==> src/rtl/led_seq_pkg.sv <==
// led_seq_pkg: shared state encoding, count width and timer sizing for the LED blink sequencer.
package led_seq_pkg;

    localparam int COUNT_W = 4;

    typedef enum logic [1:0] {
        IDLE = 2'd0,
        ON   = 2'd1,
        OFF  = 2'd2,
        GAP  = 2'd3
    } state_e;

    // Width needed to count 0 .. max(phase lengths)-1, never below one bit.
    function automatic int timer_w(input int on_t, input int off_t, input int gap_t);
        int m;
        m = (on_t > off_t) ? on_t : off_t;
        m = (m > gap_t) ? m : gap_t;
        return (m <= 1) ? 1 : $clog2(m);
    endfunction

endpackage

==> src/rtl/led_blink_sequencer_tick_prescaler.sv <==
// tick_prescaler: free-running counter with synchronous clear; tick flags the all-ones count.
module tick_prescaler #(
    parameter int BITS = 22
) (
    input  logic clk,
    input  logic rst,
    input  logic clr,
    output logic tick
);

    logic [BITS-1:0] cnt_q, cnt_d;

    always_comb cnt_d = clr ? '0 : cnt_q + 1'b1;

    always_ff @(posedge clk) begin
        if (rst) cnt_q <= '0;
        else     cnt_q <= cnt_d;
    end

    assign tick = &cnt_q;

endmodule

==> src/rtl/led_blink_sequencer.sv <==
// led_blink_sequencer: round-robin arbiter sharing one LED among requesters,
// each granted burst plays N ON/OFF blinks followed by a dark gap.
module led_blink_sequencer
    import led_seq_pkg::*;
#(
    parameter  int NUM_REQ       = 4,
    parameter  int PRESCALE_BITS = 22,
    parameter  int ON_TICKS      = 3,
    parameter  int OFF_TICKS     = 3,
    parameter  int GAP_TICKS     = 8,
    localparam int GRANT_W       = $clog2(NUM_REQ)
) (
    input  logic                       clk,
    input  logic                       rst,
    input  logic [NUM_REQ-1:0]         req_valid,
    input  logic [NUM_REQ*COUNT_W-1:0] req_count,
    output logic [NUM_REQ-1:0]         req_ready,
    output logic                       led,
    output logic                       busy,
    output logic                       done,
    output logic [GRANT_W-1:0]         grant_id
);

    localparam int TIMER_W = timer_w(ON_TICKS, OFF_TICKS, GAP_TICKS);

    state_e               state_q, state_d;
    logic [COUNT_W-1:0]   rem_q, rem_d;
    logic [TIMER_W-1:0]   timer_q, timer_d, phase_last;
    logic [GRANT_W-1:0]   last_grant_q, last_grant_d, grant_id_q, grant_id_d;
    logic [GRANT_W-1:0]   cand, sel;
    logic                 led_q, led_d, busy_q, busy_d, done_q, done_d;
    logic                 tick, xfer, phase_end;
    logic [COUNT_W-1:0]   cnt [NUM_REQ];

    for (genvar i = 0; i < NUM_REQ; i++) begin : g_cnt
        assign cnt[i] = req_count[i*COUNT_W +: COUNT_W];
    end

    // Prescaler restarts on every transfer so the first phase is full length.
    tick_prescaler #(.BITS(PRESCALE_BITS)) u_pre (
        .clk  (clk),
        .rst  (rst),
        .clr  (xfer),
        .tick (tick)
    );

    // Round-robin search starting just after the last granted requester.
    always_comb begin
        req_ready = '0;
        sel       = '0;
        cand      = '0;
        xfer      = 1'b0;
        if (state_q == IDLE) begin
            for (int k = 1; k <= NUM_REQ; k++) begin
                cand = GRANT_W'((int'(last_grant_q) + k) % NUM_REQ);
                if (!xfer && req_valid[cand]) begin
                    xfer = 1'b1;
                    sel  = cand;
                end
            end
            if (xfer) req_ready[sel] = 1'b1;
        end
    end

    assign phase_last = (state_q == ON)  ? TIMER_W'(ON_TICKS - 1)  :
                        (state_q == OFF) ? TIMER_W'(OFF_TICKS - 1) :
                                           TIMER_W'(GAP_TICKS - 1);
    assign phase_end  = tick && (state_q != IDLE) && (timer_q == phase_last);

    always_ff @(posedge clk) begin
        if (rst) begin
            state_q      <= IDLE;
            rem_q        <= '0;
            timer_q      <= '0;
            last_grant_q <= GRANT_W'(NUM_REQ - 1);
            grant_id_q   <= '0;
            led_q        <= 1'b0;
            busy_q       <= 1'b0;
            done_q       <= 1'b0;
        end else begin
            state_q      <= state_d;
            rem_q        <= rem_d;
            timer_q      <= timer_d;
            last_grant_q <= last_grant_d;
            grant_id_q   <= grant_id_d;
            led_q        <= led_d;
            busy_q       <= busy_d;
            done_q       <= done_d;
        end
    end

    always_comb begin
        state_d      = state_q;
        rem_d        = rem_q;
        last_grant_d = last_grant_q;
        grant_id_d   = grant_id_q;
        timer_d      = (tick && state_q != IDLE) ? (phase_end ? '0 : timer_q + 1'b1) : timer_q;
        case (state_q)
            IDLE: if (xfer) begin
                state_d      = (cnt[sel] != '0) ? ON : GAP;
                rem_d        = cnt[sel];
                timer_d      = '0;
                last_grant_d = sel;
                grant_id_d   = sel;
            end
            ON: if (phase_end) begin
                state_d = OFF;
                rem_d   = rem_q - 1'b1;
            end
            OFF:     if (phase_end) state_d = (rem_q != '0) ? ON : GAP;
            GAP:     if (phase_end) state_d = IDLE;
            default: state_d = IDLE;
        endcase
    end

    // Outputs are registered from the next state so they align with state_q.
    always_comb begin
        led_d  = (state_d == ON);
        busy_d = (state_d != IDLE);
        done_d = (state_q == GAP) && phase_end;
    end

    assign led      = led_q;
    assign busy     = busy_q;
    assign done     = done_q;
    assign grant_id = grant_id_q;

endmodule

==> config.mk <==
export PLATFORM = sky130hd
export DESIGN_NAME = led_blink_sequencer
export DESIGN_NICKNAME = d
export VERILOG_FILES = /design/src/rtl/led_seq_pkg.sv /design/src/rtl/led_blink_sequencer_tick_prescaler.sv /design/src/rtl/led_blink_sequencer.sv
export SDC_FILE = /design/constraint.sdc
export NUM_CORES = 1
export LEC_CHECK = 0
export CELL_PAD_IN_SITES_DETAIL_PLACEMENT = 1
export CELL_PAD_IN_SITES_GLOBAL_PLACEMENT = 1
export CORE_MARGIN = 2
export CORE_UTILIZATION = 36
export DETAILED_ROUTE_END_ITERATION = 10
export PLACE_DENSITY_LB_ADDON = 0.1
export REMOVE_ABC_BUFFERS = 1
export SYNTH_ARGS = -nofsm -noshare
export SYNTH_HDL_FRONTEND = slang
export SYNTH_SLANG_ARGS = --single-unit
==> constraint.sdc <==
create_clock -name clk -period 2.3 [get_ports clk]
set_input_delay 0.345 -clock clk [delete_from_list [all_inputs] [get_ports clk]]
set_output_delay 0.345 -clock clk [all_outputs]
set_load 0.01 [all_outputs]
==> flow_summary.json <==
{
  "tightest_slew_ns": 0.4599,
  "finalPower_uw": 1709,
  "drive_above_1_share_pct": 25.63,
  "drt-pass1-iter-count": 4,
  "slowest_delay_ns": 0.54,
  "fp.dieW_um": 80.10,
  "drtAntennaViolNets": 0,
  "netlist_area_um2": 2084,
  "end_kind": "register",
  "synthArstFlopShare_pct": 0,
  "syn_inst": 247,
  "cts.clk_slew.worst_paths_ns": 0.08,
  "static-leakage-power_uw": 0.001125,
  "clockBufferDepth": 2,
  "final-seq-area_um2": 764.5,
  "antenna_cells": 0,
  "wl_um": 6132,
  "yosysTopAreaCell": "dfxtp_1",
  "yosys.cell_types.count": 52,
  "worstPathRequired_ns": 2.47,
  "grt_pass1_wl_um": 10540,
  "die_h_um": 80.10,
  "worstSetupPathType": "register to register",
  "crit_family": "simple AND/OR/NAND/NOR gates",
  "route.vias.total": 2070,
  "syn2layout_area_growth_pct": 41.84,
  "viasPerCell": 5.335,
  "io_pins": 31,
  "slowest_stage": "or4_4",
  "grt.total_usage_pct": 21.11,
  "synth_enable_flop_cells": 0,
  "slew_viol_final": 0,
  "tns_ns": -0.0001228,
  "fill_cells": 690,
  "clk_latency_ns": 0.30,
  "clock-root-buffer": "clkbuf_8",
  "crit_arrival_ns": 2.47,
  "final.min_clock_period_ns": 2.300,
  "synth_top_area_share_pct": 36.49,
  "multi_input_area_um2": 1378,
  "yosys_warnings": 0,
  "timing.final.ws_setup_ns": -0.0001228,
  "post-route-drc-count": 0,
  "fmax_mhz": 434.8,
  "core_area_um2": 5540,
  "port_buffers": 30,
  "first_global_vias": 2222,
  "rsz0062_at_grt": "yes",
  "num_rows": 27,
  "cp_num_buf_inv": 1,
  "synth_commonest_cells": "38 x dfxtp_1, 26 x nor2_1, 20 x nand2_1",
  "synth_most_common_cell": "dfxtp_1",
  "max_slew_margin_pct": 69.01,
  "hold_viol_final": 0,
  "antenna_found_initial": 0,
  "cts_hold_buf": 0,
  "die-area_um2": 6415,
  "gp_congestion": 0.7810,
  "syn_avg_cell_area_um2": 8.439,
  "clock_skew_ns": 0.008587,
  "wl_per_cell_um": 15.80,
  "cts_htree_levels": 2,
  "p_per_area_nw_per_um2": 578.0,
  "grt_max_degree": 25,
  "fin_nets": 345,
  "synth.area.top_cells": "dfxtp_1 36%, xor2_1 5.5%, ha_1 4.8%",
  "ys.flop_type": "dfxtp_1",
  "drt-initial-drc-count": 60,
  "grt-ovfl-total": 0,
  "status": "complete, but fails checks",
  "max-vdd-ir-drop_v": 0.0004032,
  "violations": "setup timing",
  "startpoint_type": "register",
  "cts_tree": "yes",
  "ys_seq_area_share_pct": 36.49,
  "setup_viol": 1,
  "hpwlAfterDp_um": 4579,
  "start_util_pct": 37.62,
  "ys_ff_latch": 38,
  "worstPathCellList": "inv_2, ha_4, and4bb_2, a31oi_2, or4_4, o211ai_1, o21ai_1, nor4b_4, nor4_1",
  "worstHoldPathType": "register to register",
  "cts.sinks": 38,
  "finalCritPeriodShare_pct": 100.0,
  "cp_max_fo": 3,
  "drv_cap": 0,
  "cts_buffers": 5
}
-- metrics by stage --
stage	hold WS, ns	cell area (um2)	setup slack, ns	utilization [%]	std cells
6_report	0.4458	2957	-0.0001228	53.36	388
2_1_floorplan	0.4129	2057	-0.05369	-	240
3_3_place_gp	0.4257	2745	-0.3834	49.55	380
5_1_grt	0.4736	2957	-0.08458	53.36	388
4_1_cts	0.4510	2897	-0.01927	52.28	388
3_5_place_dp	0.4391	2745	-0.4544	49.55	380
-- kinds of logic after synthesis --
family | share of synthesized area, %
XOR/XNOR | 6.723
multiplexers | 1.561
adder cells (fa/ha/maj) | 4.802
buffers and inverters | 2.941
AO/OA/AOI/OAI | 19.03
AND/OR/NAND/NOR | 28.45
flip-flops | 36.49
-- report_power, final --
group | total, uW | internal [uW] | switching (uW)
registers | 717 | 691 | 26.2
logic | 494 | 248 | 246
clock network | 497 | 241 | 256
total | 1710 | 1180 | 528
-- sequential cells by signal (all words and copies together) (netlist names) --
| name | flops |
|---|---|
| u_pre.cnt_q | 22 |
| rem_q | 4 |
| timer_q | 3 |
| grant_id | 2 |
| last_grant_q | 2 |
| state_q | 2 |
| busy | 1 |
| done | 1 |
| led | 1 |
-- cells in the final DEF, fill, tap and decap left out, drive strengths merged, types with 2 or more instances in the layout --
cell,count
a211o,2
a211oi,4
a21oi,18
a31oi,2
and3,3
and4,4
buf,38
clkbuf,6
clkdlybuf4s50,22
dfxtp,38
dlygate4sd2,7
ha,8
inv,9
mux2,2
nand2,20
nand2b,4
nand3,10
nand4,7
nor2,26
nor2b,3
nor3,8
nor3b,2
nor4,3
o21a,3
o21ai,13
o221a,3
o31a,5
o31ai,2
or2,2
or3,7
or4,2
xnor2,3
xor2,13
-- routing by layer --
layer	GRT usage (%)	vias to the layer above	wire length [um]
met4	7.119	0	70
met1	27.41	1005	2974
li1	-	1043	-
met3	3.146	4	110
met2	35.67	18	2976
met5	0	-	0
-- final timing paths --
path / startpoint / slack [ns] / endpoint / cells after the start
worst max register to register: state_q[1] / -0.0001 / led / 9
worst min register to register: u_pre.cnt_q[0] / 0.45 / u_pre.cnt_q[0] / 1
worst min-delay path: u_pre.cnt_q[0] / 0.45 / u_pre.cnt_q[0] / 1
worst max-delay path: state_q[1] / -0.0001 / led / 9
-- what timing repair did --
item / in CTS / in global routing
pin swaps: 6 / 7
buffers inserted: 0 / 0
gates resized for setup: 22 / 15
setup endpoints to repair: 12 / 9
-- worst reg2reg max path, cell delays in order, from the launching register on --
cell and delay [ns]:
dfxtp_2 0.34, inv_2 0.06, ha_4 0.27, and4bb_2 0.24, a31oi_2 0.05, or4_4 0.54
o211ai_1 0.17, o21ai_1 0.12, nor4b_4 0.30, nor4_1 0.09
-- cell type report --
type                       count  area share (%)
multi-input combinational    193           46.59
sequential                    38           25.86
timing repair buffer          68           20.14
tap                           72           3.047
clock buffer                   6           2.793
inverter                       9           1.143
clock inverter                 2          0.4232
Power figures use the tool's default switching activity.
